## config.mk

```make
export PLATFORM = sky130hd
export DESIGN_NAME = screen_fb_arbiter
export DESIGN_NICKNAME = d
export VERILOG_FILES = /design/src/rtl/screen_fb_arbiter.sv
export SDC_FILE = /design/constraint.sdc
export NUM_CORES = 1
export LEC_CHECK = 0
export CAP_MARGIN = 20
export CORE_AREA = 2 2 75 113
export DETAILED_ROUTE_END_ITERATION = 12
export DIE_AREA = 0 0 77 115
export DONT_BUFFER_PORTS = 1
export PLACE_DENSITY = 0.6
export SLEW_MARGIN = 20
export SYNTH_ARGS = -nofsm -noshare
export SYNTH_HDL_FRONTEND = slang
export SYNTH_SLANG_ARGS = --single-unit
```

## constraint.sdc

```tcl
create_clock -name clk -period 2.1 [get_ports clk]
set_input_delay 0.42 -clock clk [delete_from_list [all_inputs] [get_ports clk]]
set_output_delay 0.42 -clock clk [all_outputs]
set_load 0.02 [all_outputs]
```

## src/rtl/screen_fb_arbiter.sv

```systemverilog
// Framebuffer arbiter: one single-port RAM shared by a display reader, two writers
// and a clear engine. A writer that has waited too long takes priority over the display.
module screen_fb_arbiter #(
  parameter int ADDR_W     = 10,
  parameter int DATA_W     = 8,
  parameter int STARVE_MAX = 15
) (
  input  logic              clk,
  input  logic              rst_btn,
  input  logic              disp_req,
  input  logic [ADDR_W-1:0] disp_addr,
  output logic              disp_ack,
  output logic              disp_valid,
  output logic [DATA_W-1:0] disp_data,
  input  logic              wr0_req,
  input  logic [ADDR_W-1:0] wr0_addr,
  input  logic [DATA_W-1:0] wr0_data,
  output logic              wr0_ack,
  input  logic              wr1_req,
  input  logic [ADDR_W-1:0] wr1_addr,
  input  logic [DATA_W-1:0] wr1_data,
  output logic              wr1_ack,
  input  logic              clr_start,
  input  logic [DATA_W-1:0] clr_value,
  output logic              clr_busy,
  output logic              clr_done,
  output logic              mem_en,
  output logic              mem_we,
  output logic [ADDR_W-1:0] mem_addr,
  output logic [DATA_W-1:0] mem_wdata,
  input  logic [DATA_W-1:0] mem_rdata
);

  localparam int CNT_W = (STARVE_MAX < 1) ? 1 : $clog2(STARVE_MAX + 1);
  localparam logic [CNT_W-1:0] CNT_MAX = CNT_W'(STARVE_MAX);

  typedef enum logic [1:0] {IDLE, CLEAR, DONE} clrState_t;
  typedef enum logic [2:0] {G_NONE, G_DISP, G_WR0, G_WR1, G_CLR} grant_t;

  clrState_t         state, stateNext;
  grant_t            grant;
  logic [ADDR_W-1:0] clrAddr;
  logic [DATA_W-1:0] clrValue;
  logic [CNT_W-1:0]  cnt0, cnt1;
  logic              rrPtr;
  logic              elig0, elig1, starve0, starve1;

  // A writer still seeing its ack is ineligible: its req has not had a chance to fall yet.
  always_comb begin
    elig0   = wr0_req && !wr0_ack && (state != CLEAR);
    elig1   = wr1_req && !wr1_ack && (state != CLEAR);
    starve0 = elig0 && (cnt0 == CNT_MAX);
    starve1 = elig1 && (cnt1 == CNT_MAX);
    grant   = G_NONE;
    if (starve0 && starve1)      grant = rrPtr ? G_WR1 : G_WR0;
    else if (starve0)            grant = G_WR0;
    else if (starve1)            grant = G_WR1;
    else if (disp_req)           grant = G_DISP;
    else if (elig0 && elig1)     grant = rrPtr ? G_WR1 : G_WR0;
    else if (elig0)              grant = G_WR0;
    else if (elig1)              grant = G_WR1;
    else if (state == CLEAR)     grant = G_CLR;
  end

  always_comb begin
    stateNext = state;
    case (state)
      IDLE:    if (clr_start) stateNext = CLEAR;
      CLEAR:   if (grant == G_CLR && clrAddr == '1) stateNext = DONE;
      DONE:    stateNext = IDLE;
      default: stateNext = IDLE;
    endcase
  end

  assign clr_busy  = (state == CLEAR);
  assign clr_done  = (state == DONE);
  assign disp_data = disp_valid ? mem_rdata : '0;

  always_ff @(posedge clk or posedge rst_btn) begin
    if (rst_btn) begin
      state      <= IDLE;
      clrAddr    <= '0;
      clrValue   <= '0;
      cnt0       <= '0;
      cnt1       <= '0;
      rrPtr      <= 1'b0;
      disp_ack   <= 1'b0;
      disp_valid <= 1'b0;
      wr0_ack    <= 1'b0;
      wr1_ack    <= 1'b0;
      mem_en     <= 1'b0;
      mem_we     <= 1'b0;
      mem_addr   <= '0;
      mem_wdata  <= '0;
    end else begin
      state      <= stateNext;
      mem_en     <= (grant != G_NONE);
      mem_we     <= (grant == G_WR0) || (grant == G_WR1) || (grant == G_CLR);
      disp_ack   <= (grant == G_DISP);
      wr0_ack    <= (grant == G_WR0);
      wr1_ack    <= (grant == G_WR1);
      disp_valid <= disp_ack;

      case (grant)
        G_DISP: mem_addr <= disp_addr;
        G_WR0: begin
          mem_addr  <= wr0_addr;
          mem_wdata <= wr0_data;
          rrPtr     <= 1'b1;
        end
        G_WR1: begin
          mem_addr  <= wr1_addr;
          mem_wdata <= wr1_data;
          rrPtr     <= 1'b0;
        end
        G_CLR: begin
          mem_addr  <= clrAddr;
          mem_wdata <= clrValue;
          clrAddr   <= clrAddr + ADDR_W'(1);
        end
        default: ;
      endcase

      if (state == IDLE && clr_start) begin
        clrValue <= clr_value;
        clrAddr  <= '0;
      end

      if (state == CLEAR || !wr0_req || grant == G_WR0) cnt0 <= '0;
      else if (cnt0 != CNT_MAX)                          cnt0 <= cnt0 + CNT_W'(1);
      if (state == CLEAR || !wr1_req || grant == G_WR1) cnt1 <= '0;
      else if (cnt1 != CNT_MAX)                          cnt1 <= cnt1 + CNT_W'(1);
    end
  end

endmodule
```

**Word-level counts from Yosys, hierarchy flattened**

Cells that the tools add are included.

- $add $sub $neg: 3
- Equality and inequality tests: 14
- Multiplexer cells: 22
- Reductions and logical operators: 29

Operators with widths:

| cell | number |
|---|---|
| 10-bit case mux with 4 select lines | 1 |
| 3-bit two-way mux | 8 |
| 8-bit case mux with 3 select lines | 1 |
| 10-bit two-way mux | 2 |
| 4-bit two-way mux | 4 |
| 10-bit by 1-bit adder with 10-bit output, second input constant | 1 |
| 10-bit equality test, second input constant | 1 |
| 1-bit logical AND | 10 |
| 4-bit by 1-bit adder with 4-bit output, second input constant | 2 |
| 4-bit equality test, second input constant | 2 |
| 8-bit two-way mux | 1 |
| 4-bit != test, second input constant | 2 |
| 2-bit nonzero test | 4 |
| 3-bit by 2-bit equality test with 1-bit output, second input constant | 2 |
| 1-bit logical OR | 6 |
| 3-bit nonzero test | 2 |
| 1-bit zero test | 4 |
| 2-bit two-way mux | 2 |
| 2-bit by 1-bit != test with 1-bit output, second input constant | 2 |
| 2-bit case mux with 2 select lines | 1 |
| 4-bit nonzero test | 1 |
| 3-bit by 1-bit equality test with 1-bit output, second input constant | 1 |
| 3-bit equality test, second input constant | 1 |
| 2-bit by 1-bit equality test with 1-bit output, second input constant | 1 |
| other kinds (6) | 6 |

- Flip-flop bits (word level): 53
- Input bits: 68
- Output and inout bits: 34

**Depth between registers and ports, before layout**

- Depth in word-level cells: 14
- Gate-level depth with buffers: 8
- Mapped depth without buffers: 7

**Least setup slack after synthesis**

No wires, ideal clock.

- Path kind: reg-to-reg
- From: register cnt1[0]
- To: register cnt1[3]
- Data arrival time: 1938 ps
- Data required time: 1993 ps
- Slack: 56 ps
- Stages on the path, launching flop included: 8
- Path buffers: 1
- Cells stage by stage: dfrtp_1 > ha_1 > and3_1 > maj3_2 > o21bai_4 > inv_1 > buf_2 > a2111oi_4

- Cells in the longest elaborated chain, start to end: 8
- Elaborated cells on any way between the ends: 13
- Those cells by class: add/sub (1); eq/ne (3); mux (5); reduce/logical (4)

RTL lines:

| item | RTL line | RTL |
|---|---|---|
| start: declaration | 44 | `logic [CNT_W-1:0] cnt0, cnt1;` |
| start signal: assignment | 132 | `else if (cnt1 != CNT_MAX) cnt1 <= cnt1 + CNT_W'(1);` |
| 4-bit equality test | 53 | `starve1 = elig1 && (cnt1 == CNT_MAX);` |
| 1-bit logical AND | 53 |  |
| 3-bit two-way mux | 57 | `else if (starve1) grant = G_WR1;` |
| 3-bit two-way mux | 56 | `else if (starve0) grant = G_WR0;` |
| 3-bit two-way mux | 55 | `if (starve0 && starve1) grant = rrPtr ? G_WR1 : G_WR0;` |
| 3-bit by 2-bit equality test with 1-bit output | 131 | `if (state == CLEAR \|\| !wr1_req \|\| grant == G_WR1) cnt1 <= '0;` |
| 1-bit logical OR | 131 |  |
| 4-bit two-way mux or 2-bit nonzero test (tied branches) | -- |  |

Several ways; a longest one is shown, not always the timed one. The select of a mux whose other input is x is not followed.
A chain may end at the register's enable or synchronous reset.

**Final worst setup path**

- From: register cnt1[1]
- To: register mem_addr[2]

- Cells in the longest elaborated chain, start to end: 7
- Elaborated cells on any way between the ends: 12
- Those cells by class: eq/ne (5); mux (4); reduce/logical (3)

RTL lines:

| item | RTL line | RTL |
|---|---|---|
| 4-bit equality test (*) | 53 |  |
| 1-bit logical AND (*) | 53 |  |
| 3-bit two-way mux | 57 |  |
| 3-bit two-way mux | 56 |  |
| 3-bit two-way mux (*) | 55 |  |
| 3-bit equality test (tied with other cells) | 104 | `case (grant)` |
| 10-bit case mux with 4 select lines or 4-bit nonzero test (tied branches) | -- |  |
| end signal: assignment | 105 | `G_DISP: mem_addr <= disp_addr;` |
| end signal: assignment | 107 | `mem_addr <= wr0_addr;` |
| end signal: assignment | 112 | `mem_addr <= wr1_addr;` |
| end: declaration | 29 | `output logic [ADDR_W-1:0] mem_addr,` |

Mark *: on every way between the ends. The rest lies on a longest branch, timed or not.

==> qor.csv <==
stage,metric,value,unit
yosys,ys async rst share,1.00,
floorplan,Horiz. Die Dim,77,um
layout,register area,1330,um^2
layout,share of cells above drive strength 1,0.202,
layout,Area Overhead vs Synth,20.2,%
floorplan,Die Height,115,um
yosys,Syn. warnings,0,
grt,initial antenna violation count,0,
sta,Max Slew Vio Count,0,
detailed_routing,DRC Markers,0,
sta,Slew @ Worst Pin,538,ps
sta,Final period util,0.963,
placed_design,# port buffers,0,
sta,min Tclk post-route,2020,ps
yosys,synthesized flop and latch total,53,
clocking,maximum clock insertion buffer count,2,
setup_path,family with the most delay on the worst path,compound AO/OA/AOI/OAI gates,
layout,area of the multi-input gates,1320,um^2
floorplan,FP Rows,40,
detailed_routing,vias per cell,5.66,
floorplan,IO Count,102,
sta,endpoints failing setup,0,
setup_path,Crit Path Class,flop to flop,
setup_path,CP Buf/Inv Count,1,
hold_path,worst min-delay path category,input port to asynchronous set/reset pin,
sta,final count of hold timing violations,0,
grt,largest net degree at the start of global routing,31,
layout,Final #Nets,352,
layout,Util after Layout,0.406,
placed_design,DP Wirelength,5300,um
grt,vias in the first global route,2114,
floorplan,core area,7910,um^2
yosys,mapped cell area,2680,um^2
placed_design,DP Area,2980,um^2
sta,setup repair after global routing missed its margin,yes,
clocking,CTS tree,yes,
clocking,CTS root buf,clkbuf_16,
power,PwrDens,768,nW/um^2
setup_path,Worst Path Max Fanout,8,
clocking,clock-pin slew on the worst setup and hold paths,70,ps
power,Pleak,1.31,nW
run_status,status,"finished, final reports clean",
yosys,Mapped Cells,262,
sta,Slew HR,0.641,
placed_design,Final GP Congestion,0.850,
layout,post-route cell area,3210,um^2
grt,GRT Resource Usage Total,0.159,
clocking,H-tree lvl count,2,
detailed_routing,number of DRC markers in iteration 0,192,
detailed_routing,First-pass DRT Iterations,5,
clocking,CTS Hold Bufs,0,
detailed_routing,via count,2190,
clocking,number of CTS-inserted buffers,5,
setup_path,crit path cell chain,"ha_4, and3_4, maj3_2, a221oi_4, buf_12, a222oi_1, a31oi_1",
job,MaxCap Viol Count,0,
grt,total gr overflow,0,
setup_path,CP arrival,2230,ps
floorplan,initial core utilization,0.338,
grt,first-pass GRT wire length,11100,um
power,Max VDD drop,0.000596,V
yosys,top_reg_cell synth,dfrtp_1,
floorplan,Die ar.,8860,um^2
yosys,Post-synth EDFFs,0,
layout,fillers,808,
sta,Max Clock Freq,494,MHz
yosys,syn nets,333,
detailed_routing,"antenna viol nets, final",0,
layout,Diodes inserted,0,
yosys,"Distinct cells, synth",44,
setup_path,CP Launch Type,flop,
yosys,sequential share of the synthesized area,0.496,
detailed_routing,WL final,7040,um
setup_path,endpoint class of the critical path,flop,
clocking,Worst-Skew Late Latency,290,ps
setup_path,slowest cell on the critical path,dfrtp_1,
yosys,syn_area_per_cell,10.2,um^2
setup_path,crit-path max cell delay,410,ps
clocking,CTS sink cnt,53,
detailed_routing,Wirelength per Cell,18.2,um
setup_path,Worst Path Required,2310,ps
sta,Clock Skews,5.56,ps
[per-stage QoR]
| stage | TNS, ps | total power [W] | cells | hold slack [ps] | setup WS (ps) |
|---|---|---|---|---|---|
| 2_1_floorplan | 0 | 0.00154 | 262 | 481 | 55.7 |
| 3_3_place_gp | 0 | 0.00163 | 377 | 366 | 110 |
| 3_5_place_dp | 0 | 0.00164 | 377 | 379 | 37.6 |
| 4_1_cts | 0 | 0.00250 | 385 | 70.5 | 25.5 |
| 5_1_grt | -41.3 | 0.00261 | 387 | 76.1 | -19.5 |
| 6_report | 0 | 0.00247 | 387 | 49.2 | 77.4 |
[state kept, by name (all words and copies together) (netlist names), 2 cells and up]
name       count
mem_addr      10
cnt0           4
clrAddr       10
mem_wdata      8
cnt1           4
clrValue       8
state          2
[final timing paths]
kind	start	endpoint	slack, ps	depth (start not counted)
max in group asynchronous	rst_btn	mem_addr[6]$_DFFE_PP0P_	1490	2
min reg2reg	clrValue[1]$_DFFE_PP0P_	clrValue[1]$_DFFE_PP0P_	510	1
max reg2reg	cnt1[1]$_DFFE_PP0P_	mem_addr[2]$_DFFE_PP0P_	80	7
min	rst_btn	mem_wdata[2]$_DFFE_PP0P_	50	1
max	cnt1[1]$_DFFE_PP0P_	mem_addr[2]$_DFFE_PP0P_	80	7
min in group clk	wr1_data[4]	mem_wdata[4]$_DFFE_PP0P_	270	2
[cell type report]
type | instances | area share
flip-flops and latches | 53 | 0.413
multi-input cells | 190 | 0.410
repair buffers | 25 | 0.0806
clock buffers | 7 | 0.0475
well taps | 105 | 0.0409
inverters | 6 | 0.00701
clock inverters | 1 | 0.00156
[placed cells by master (no fill, tap or decap), types with 3 or more instances in the layout]
master     instances
a211oi_1           4
a21oi_1            9
a222oi_1           9
a31oi_1           17
and2_1             8
and3_1             4
buf_12             4
buf_4             19
clkbuf_16          6
dfrtp_1           53
inv_1              4
mux2_2             8
mux2i_1            4
nand2_1           24
nand2b_1           3
nand3_1           12
nor2_1            25
nor2b_1            4
nor3_1             9
o21ai_0            8
xnor2_1            6
xor2_1             4
[layer usage]
layer,global-route usage,share of wire,vias to the layer above
met1,0.185,0.38,1096
li1,-,-,1007
met2,0.273,0.53,77
met5,0,0,-
met4,0.0714,0.023,0
met3,0.0455,0.070,10
[cell families (layout without fill, tap and decap cells)]
family | Yosys count | after routing | synth area share
flops | 53 | 53 | 0.496
compound gates | 62 | 62 | 0.182
simple gates | 102 | 102 | 0.190
xor+xnor | 10 | 10 | 0.0327
fa+ha+maj | 4 | 4 | 0.0182
mux | 12 | 12 | 0.0486
buf+inv | 19 | 39 | 0.0327
[Yosys cell counts, types with 4 or more instances]
cell type,count,area share
a211oi_1,4,0.011
a21oi_1,9,0.017
a222oi_1,9,0.034
a31oi_1,18,0.042
and2_1,8,0.019
and3_1,5,0.012
buf_2,7,0.013
clkbuf_1,5,0.0070
dfrtp_1,53,0.50
inv_1,5,0.0070
mux2_2,8,0.034
mux2i_1,4,0.015
nand2_1,24,0.034
nand3_1,12,0.022
nor2_1,25,0.035
nor2b_1,4,0.0094
nor3_1,11,0.021
o21ai_0,8,0.015
xnor2_1,6,0.020
xor2_1,4,0.013
[repair_timing]
item	4_1_cts	5_1_grt
endpoints found under the hold margin	0	0
setup endpoints to repair	0	12
buffers inserted	0	1
resized for setup	0	8
[power by group]
group	switching [W]	leakage, nW	internal (W)
clock	0.000345	0.0799	0.000505
sequential	0.000190	0.672	0.00114
combinational	0.000157	0.558	0.000135
No activity file was read; power rests on OpenSTA's default activity.
